## config.mk

```make
export PLATFORM = sky130hd
export DESIGN_NAME = btn_debounce
export DESIGN_NICKNAME = d
export VERILOG_FILES = /design/src/rtl/debounce_pkg.sv /design/src/rtl/tick_gen.sv /design/src/rtl/btn_debounce.sv
export SDC_FILE = /design/constraint.sdc
export NUM_CORES = 1
export LEC_CHECK = 0
export BUFFER_PORTS_ARGS = -buffer_cell sky130_fd_sc_hd__buf_2
export CORE_UTILIZATION = 58
export DETAILED_ROUTE_END_ITERATION = 7
export PLACE_DENSITY_LB_ADDON = 0.05
export REMOVE_ABC_BUFFERS = 1
export SLEW_MARGIN = 40
export SYNTH_ARGS = -nofsm -noshare
export SYNTH_HDL_FRONTEND = slang
export SYNTH_SLANG_ARGS = --single-unit
```

## constraint.sdc

```tcl
create_clock -name clk -period 2 [get_ports clk]
set_input_delay 0.2 -clock clk [delete_from_list [all_inputs] [get_ports clk]]
set_output_delay 0.2 -clock clk [all_outputs]
set_load 0.03 [all_outputs]
```

## src/rtl/debounce_pkg.sv

```systemverilog
// Shared types and defaults for the button debouncer.
//   db_state_t      : debouncer FSM state encoding
//   DB_TICK_DIV_DEF : default clocks per sample tick (1 ms at 50 MHz)
//   DB_STABLE_N_DEF : default number of agreeing samples to change level
package debounce_pkg;

  typedef enum logic [1:0] {
    RELEASED,
    PRESS_PENDING,
    PRESSED,
    RELEASE_PENDING
  } db_state_t;

  localparam int DB_TICK_DIV_DEF = 50000;
  localparam int DB_STABLE_N_DEF = 16;

endpackage

```

## src/rtl/tick_gen.sv

```systemverilog
// Sample-strobe prescaler. Counts 0..TICK_DIV-1 and wraps; tick is the
// registered wrap decode, so the first strobe appears on the TICK_DIV-th
// rising edge after reset and then every TICK_DIV cycles.
// Ports:
//   clk  : system clock
//   rstn : asynchronous active-low reset
//   tick : one-cycle sample strobe
module tick_gen
  import debounce_pkg::*;
#(
  parameter int TICK_DIV = DB_TICK_DIV_DEF
) (
  input  logic clk,
  input  logic rstn,
  output logic tick
);

  localparam int            CW   = $clog2(TICK_DIV);
  localparam logic [CW-1:0] LAST = CW'(TICK_DIV - 1);
  localparam logic [CW-1:0] ONE  = CW'(1);

  logic [CW-1:0] cnt;

  always_ff @(posedge clk or negedge rstn) begin
    if (!rstn) begin
      cnt  <= '0;
      tick <= 1'b0;
    end else begin
      tick <= (cnt == LAST);
      cnt  <= (cnt == LAST) ? '0 : cnt + ONE;
    end
  end

endmodule

```

## src/rtl/btn_debounce.sv

```systemverilog
// Debouncer for one mechanical push-button. The raw pin is synchronized,
// polarity-normalized and sampled on the prescaler tick; the debounced level
// changes only after STABLE_N consecutive samples disagree with it.
// Ports:
//   clk           : system clock
//   rstn          : asynchronous active-low reset
//   btn_raw       : asynchronous button pin
//   level         : debounced state, 1 = pressed
//   press         : one-cycle pulse when level rises
//   release_pulse : one-cycle pulse when level falls (`release` is a
//                   reserved word in SystemVerilog)
//   tick          : sample strobe, exported for reuse
//
// state           | meaning
// RELEASED        | level 0, run counter 0
// PRESS_PENDING   | level 0, >=1 pressed sample seen in current run
// PRESSED         | level 1, run counter 0
// RELEASE_PENDING | level 1, >=1 released sample seen in current run
module btn_debounce
  import debounce_pkg::*;
#(
  parameter int TICK_DIV   = DB_TICK_DIV_DEF,
  parameter int STABLE_N   = DB_STABLE_N_DEF,
  parameter int ACTIVE_LOW = 1
) (
  input  logic clk,
  input  logic rstn,
  input  logic btn_raw,
  output logic level,
  output logic press,
  output logic release_pulse,
  output logic tick
);

  localparam int                CNT_W    = $clog2(STABLE_N + 1);
  localparam logic [CNT_W-1:0] CNT_LAST = CNT_W'(STABLE_N - 1);
  localparam logic [CNT_W-1:0] CNT_ONE  = CNT_W'(1);
  // Raw pin value meaning "not pressed"; the synchronizer resets to it so
  // leaving reset never looks like a press.
  localparam logic RAW_IDLE = (ACTIVE_LOW != 0);

  logic             sync1;
  logic             sync2;
  logic             btn_s;
  logic [CNT_W-1:0] cnt;
  db_state_t        state;

  tick_gen #(
    .TICK_DIV (TICK_DIV)
  ) u_tick_gen (
    .clk  (clk),
    .rstn (rstn),
    .tick (tick)
  );

  always_ff @(posedge clk or negedge rstn) begin
    if (!rstn) begin
      sync1 <= RAW_IDLE;
      sync2 <= RAW_IDLE;
    end else begin
      sync1 <= btn_raw;
      sync2 <= sync1;
    end
  end

  assign btn_s = sync2 ^ RAW_IDLE;

  always_ff @(posedge clk or negedge rstn) begin
    if (!rstn) begin
      state         <= RELEASED;
      cnt           <= '0;
      level         <= 1'b0;
      press         <= 1'b0;
      release_pulse <= 1'b0;
    end else begin
      press         <= 1'b0;
      release_pulse <= 1'b0;
      if (tick) begin
        unique case (state)
          RELEASED: begin
            if (btn_s) begin
              // CNT_LAST is 0 only when a single sample completes the run.
              if (CNT_LAST == '0) begin
                state <= PRESSED;
                level <= 1'b1;
                press <= 1'b1;
              end else begin
                cnt   <= CNT_ONE;
                state <= PRESS_PENDING;
              end
            end
          end
          PRESS_PENDING: begin
            if (!btn_s) begin
              cnt   <= '0;
              state <= RELEASED;
            end else if (cnt == CNT_LAST) begin
              cnt   <= '0;
              state <= PRESSED;
              level <= 1'b1;
              press <= 1'b1;
            end else begin
              cnt <= cnt + CNT_ONE;
            end
          end
          PRESSED: begin
            if (!btn_s) begin
              if (CNT_LAST == '0) begin
                state         <= RELEASED;
                level         <= 1'b0;
                release_pulse <= 1'b1;
              end else begin
                cnt   <= CNT_ONE;
                state <= RELEASE_PENDING;
              end
            end
          end
          RELEASE_PENDING: begin
            if (btn_s) begin
              cnt   <= '0;
              state <= PRESSED;
            end else if (cnt == CNT_LAST) begin
              cnt           <= '0;
              state         <= RELEASED;
              level         <= 1'b0;
              release_pulse <= 1'b1;
            end else begin
              cnt <= cnt + CNT_ONE;
            end
          end
          default: begin
            cnt   <= '0;
            state <= RELEASED;
          end
        endcase
      end
    end
  end

endmodule

```

* Word level (Yosys, flattened, before mapping)
Index checks and enable logic that the tools add are counted.
Cells by class: add/subtract/negate cells 2, eq/ne operators 13, multiplexer cells 26, reductions and logical operators 5
Operators with widths (count):
- 2-to-1 mux 5 bit | 5
- one-hot mux 5 bit (4 select lines) | 1
- adder 16 x 1 -> 16 bit (second input constant) | 1
- == test 16 bit (second input constant) | 1
- 2-to-1 mux 16 bit | 1
- 2-to-1 mux 2 bit | 6
- inequality test 2 bit (second input constant) | 6
- 2-to-1 mux 1 bit | 11
- one-hot mux 2 bit (4 select lines) | 1
- inequality test 3 bit (second input constant) | 2
- AND reduction 6 bit | 1
- adder 5 x 1 -> 5 bit (second input constant) | 1
- == test 5 x 4 -> 1 bit (second input constant) | 1
- AND reduction 5 bit | 1
- == test 2 bit (second input constant) | 2
- AND reduction 3 bit | 1
- == test 2 x 1 -> 1 bit (second input constant) | 1
- logical NOT 2 bit | 1
- one-hot mux 1 bit (2 select lines) | 1
- nonzero test 2 bit | 1
Storage, ports and cells: register bits 29, input port bits 3, output and inout port bits 4, logic and storage cells 55

* Longest topological paths before layout
depth after elaboration 5, mapped depth 6, gate-level depth less buffers 5

* Cells and area by module
Synthesis repeated with hierarchy kept, for this count alone.
Unflattened totals: cell total of the unflattened synthesis 115, area total of the unflattened synthesis 1341.3 µm²
Modules (own cells, without submodules):
- tick_gen | times used 1, cells an instance 68, area an instance 787.0 µm², seq. area each 425.4 µm²
- btn_debounce | times used 1, cells an instance 47, area an instance 554.3 µm², seq. area each 302.8 µm²

* Worst setup path after synthesis
No wires, ideal clock.
path type register to register, start point reg u_tick_gen.cnt[12], end point reg u_tick_gen.cnt[14], library setup time 0.125 ns, arrival 1.674 ns, required time 1.875 ns, path slack 0.201 ns, stages on the path, launching flop included 5, buffers on the path 0, clock period less this slack 1.799 ns, cells stage by stage dfrtp_1 or4_4 nor4_4 nor2_1 mux2_2
Between the ends: word-level cells in the longest chain between the ends 2, elaborated cells on any way between the ends 3, classes of those cells 1 x add/sub; 1 x eq/ne; 1 x mux
Ends and longest elaborated chain:
- start: declaration | line tick_gen.sv:22 | logic [CW-1:0] cnt;
- start signal: assignment | line tick_gen.sv:30 | cnt <= (cnt == LAST) ? '0 : cnt + ONE;
- adder 16 x 1 -> 16 bit or == test 16 bit (tied branches) | line tick_gen.sv:30
- 2-to-1 mux 16 bit (*) | line tick_gen.sv:30
Mark *: on every way between the ends. The rest lies on a longest branch, timed or not. A chain may end at the register's enable or synchronous reset.

* Worst setup path in the final report
start point reg u_tick_gen.cnt[12], end point reg u_tick_gen.cnt[1]
Between the ends: word-level cells in the longest chain between the ends 2
Ends and longest elaborated chain (line):
- == test 16 bit | tick_gen.sv:30
- 2-to-1 mux 16 bit | tick_gen.sv:30
No other way between the ends.

==> run metrics <==
# hold bufs at CTS 2; buffers from clock root to sink, at most 2; TritonCTS Buffers 5; maximum number of pins on one net before global-route repair 30; Clock transition at path regs 0.10 ns; count leader, synth dfrtp_1; sequential element share of the synthesized area 0.558; kind of critical path flip-flop to flip-flop; area fraction in and, or, nand and nor cells after synthesis 0.215; Int Pwr 0.000727 W; DRC Markers 0; Post-Layout Cell Count 163; startpoint of the most critical hold path sync1; Adder-Cell Fraction of Synth Area 0.0192; Util after Layout 0.709; share of post-route cells with drive strength above 1 0.184; placer's final routability congestion estimate 0.812; Cell Count Post-Placement 153; crit end category flip-flop; DR WL/cell 13.9 um; combinational family with the most area after synthesis simple AND/OR/NAND/NOR gates; Yosys top cell by area dfrtp_1; cells after synthesis 121; vias after detailed routing 931; Post-CTS Setup Repair Bufs 0; post-route ant nets 0; hold worst-path end sync2; type of element launching the critical path flip-flop; critical path cell sequence or4_4, nor4_4, buf_4, and2b_2; hold slack final 0.372 ns; detail-routed via count per cell 5.71; relative area change from synthesis to final layout 10.9%; distinct cell type count after synthesis 34; vias in the first global route 942; Top-Level Pins 7; dominant cells by area after synthesis dfrtp_1 (52%), xnor2_1 (4.7%), dfstp_2 (4.0%), nand2_1 (3.7%), o21ai_0 (3.5%); leading cell types by count after synthesis dfrtp_1 (27), nand2_1 (13), o21ai_0 (9); clock tree from TritonCTS built; number of buffers inserted by port buffering 6; die footprint 2440 um2; core outline area 2040 um2; CTS Root Buffer Type clkbuf_4; portion of netlist area occupied by mux cells 0.0173; Max stage delay on crit path 0.56 ns; dpl cell area 1370 um2; final count of hold timing violations 0; Post-synth ARST share 1.00; final count of negative-setup-slack endpoints 0; startpoint of the most critical register-to-register path u_tick_gen.cnt[12]; Pins Over Slew Limit 0; antenna diode count 0; mean instance size in the synthesized netlist 10.8 um2; Psw 0.000223 W; source-to-sink clock delay at the later pin of the worst-skew pair 0.32 ns; Clock Skews 0.00886 ns; Die Y 49.4 um; Synth warnings 0; Max-cap violations 0; Final period util 0.893; Iteration-0 DRC Markers 32; sum of routed wire length over all layers 2.27 mm; initial antenna violation count 0; Leakage 0.626 nW; global-route wire length before repair 4.02 mm; top cell type's share of synthesized area 0.518; capturing point of the worst reg2reg path u_tick_gen.cnt[1]; Slew Limit Headroom 0.594; path type of the worst min-delay path flip-flop to flip-flop; depth of the most critical reg-to-reg path 4; setup tns final 0 ns; grt total ovfl 0; worst slew pin tran 0.608 ns; arrival time at the worst endpoint 2.00 ns; slowest library cell on the worst path or4_4; RSZ-0062 raised after global routing false; data required time at the worst endpoint 2.22 ns; post-synthesis instance area 1310 um2; Rows 16; number of cells on the worst hold path 0; part of the power in the clock network 0.359; H-tree depth 2; initial standard-cell utilization of the core 0.639; power share of the combinational group 0.018; Post-synth EDFFs 0; overall track demand over capacity in global routing 0.224; sinks on the clock net 29; dominant register cell in the synthesized netlist dfrtp_1; worst-case register-to-register setup slack 0.21 ns; upper clock frequency limit 560 MHz; Peak supply drop 0.490 mV; result of the run complete, no violations; area fraction in compound gates after synthesis 0.0997; sequential power share 0.623; flip-flop and latch count after synthesis 29; final layout net count 140; router iterations before antenna repair 4; detailed placement HPWL 1.61 mm; post-cts sizing count 0; fraction of power spent switching nets 0.235; xor and xnor area share after synthesis 0.0738; Final Cell Area 1450 um2; horizontal die dimension 49.4 um; time the final worst path needs with I/O delays and setup 1.79 ns; power density relative to cell area 656 nW/um2; highest fanout seen on the critical path 5
[flip-flops by register name, indices dropped and copies added, names as in the netlist, named ones only]
signal	flops
release_pulse	1
u_tick_gen.tick	1
u_tick_gen.cnt	16
state	1
cnt	5
sync1	1
press	1
level	1
sync2	1
[power by group through the flow]
stage	Clock [W]	Combinational, W	Sequential [W]
floorplan	0	0.00000143	0.000603
global placement	0	0.0000145	0.000603
detailed placement	0	0.0000149	0.000603
CTS	0.000354	0.0000178	0.000592
global route	0.000377	0.0000204	0.000592
finish	0.000341	0.0000168	0.000592
[metrics by stage]
stage	power [W]	worst slack, ns
final	0.000950	0.214
after global routing	0.000989	0.180
after CTS	0.000963	0.235
after detailed placement	0.000618	0.236
after global placement	0.000617	0.288
after floorplan	0.000604	0.201
[logic make-up after synthesis]
kind of cell | after synthesis
AND/OR/NAND/NOR | 49
flip-flops | 29
AO/OA/AOI/OAI | 22
XOR/XNOR | 11
buffers and inverters | 6
multiplexers | 2
adder cells (fa/ha/maj) | 2
[how the worst max path moves through the flow]
| stage | startpoint | end | slack [ns] | cells past startpoint |
|---|---|---|---|---|
| 2_1_floorplan | u_tick_gen.cnt[12] | u_tick_gen.cnt[14] | 0.20 | 4 |
| 3_3_place_gp | u_tick_gen.cnt[12] | u_tick_gen.cnt[1] | 0.29 | 4 |
| 3_5_place_dp | u_tick_gen.cnt[12] | u_tick_gen.cnt[1] | 0.24 | 4 |
| 4_1_cts | u_tick_gen.cnt[12] | u_tick_gen.cnt[1] | 0.24 | 4 |
| 5_1_grt | u_tick_gen.cnt[12] | u_tick_gen.cnt[1] | 0.18 | 4 |
| 6_report | u_tick_gen.cnt[12] | u_tick_gen.cnt[1] | 0.21 | 4 |
[layout make-up]
| cell class | instances | area [um2] |
|---|---|---|
| multi-input combinational | 86 | 554 |
| inverter | 3 | 11.3 |
| tap | 27 | 33.8 |
| clock buffer | 5 | 37.5 |
| clock inverter | 3 | 17.5 |
| timing repair buffer | 10 | 65.1 |
| fill | 150 | 594 |
| sequential | 29 | 728 |
[placed cells by master (no fill, tap or decap), types with 2 or more instances in the layout]
master,n
nor2_1,7
nand2_1,13
xor2_1,4
dlygate4sd3_1,2
buf_4,2
nand4b_1,2
a31oi_1,4
a21oi_1,4
inv_1,3
nor4_1,2
xnor2_1,7
nand4_1,2
nor3_1,3
nand3_1,8
dfstp_2,2
clkbuf_4,5
clkinv_2,2
buf_2,6
mux2_2,2
o21ai_0,9
and3_1,2
dfrtp_1,27
ha_1,2
[worst max-delay path: cells and delay by family, from the launching register on]
family | cells | cell delay [ns]
buf+inv | 1 | 0.19
flops | 1 | 0.44
simple gates | 3 | 1.06
[layer usage]
layer / GRT usage / share of wire / routed length [um]
met5: 0 / 0 / 0
met1: 0.260 / 0.45 / 1010
met4: 0.0714 / 0.0066 / 15
met2: 0.381 / 0.51 / 1150
met3: 0.0841 / 0.041 / 93
(Power assumes the default switching activity.)
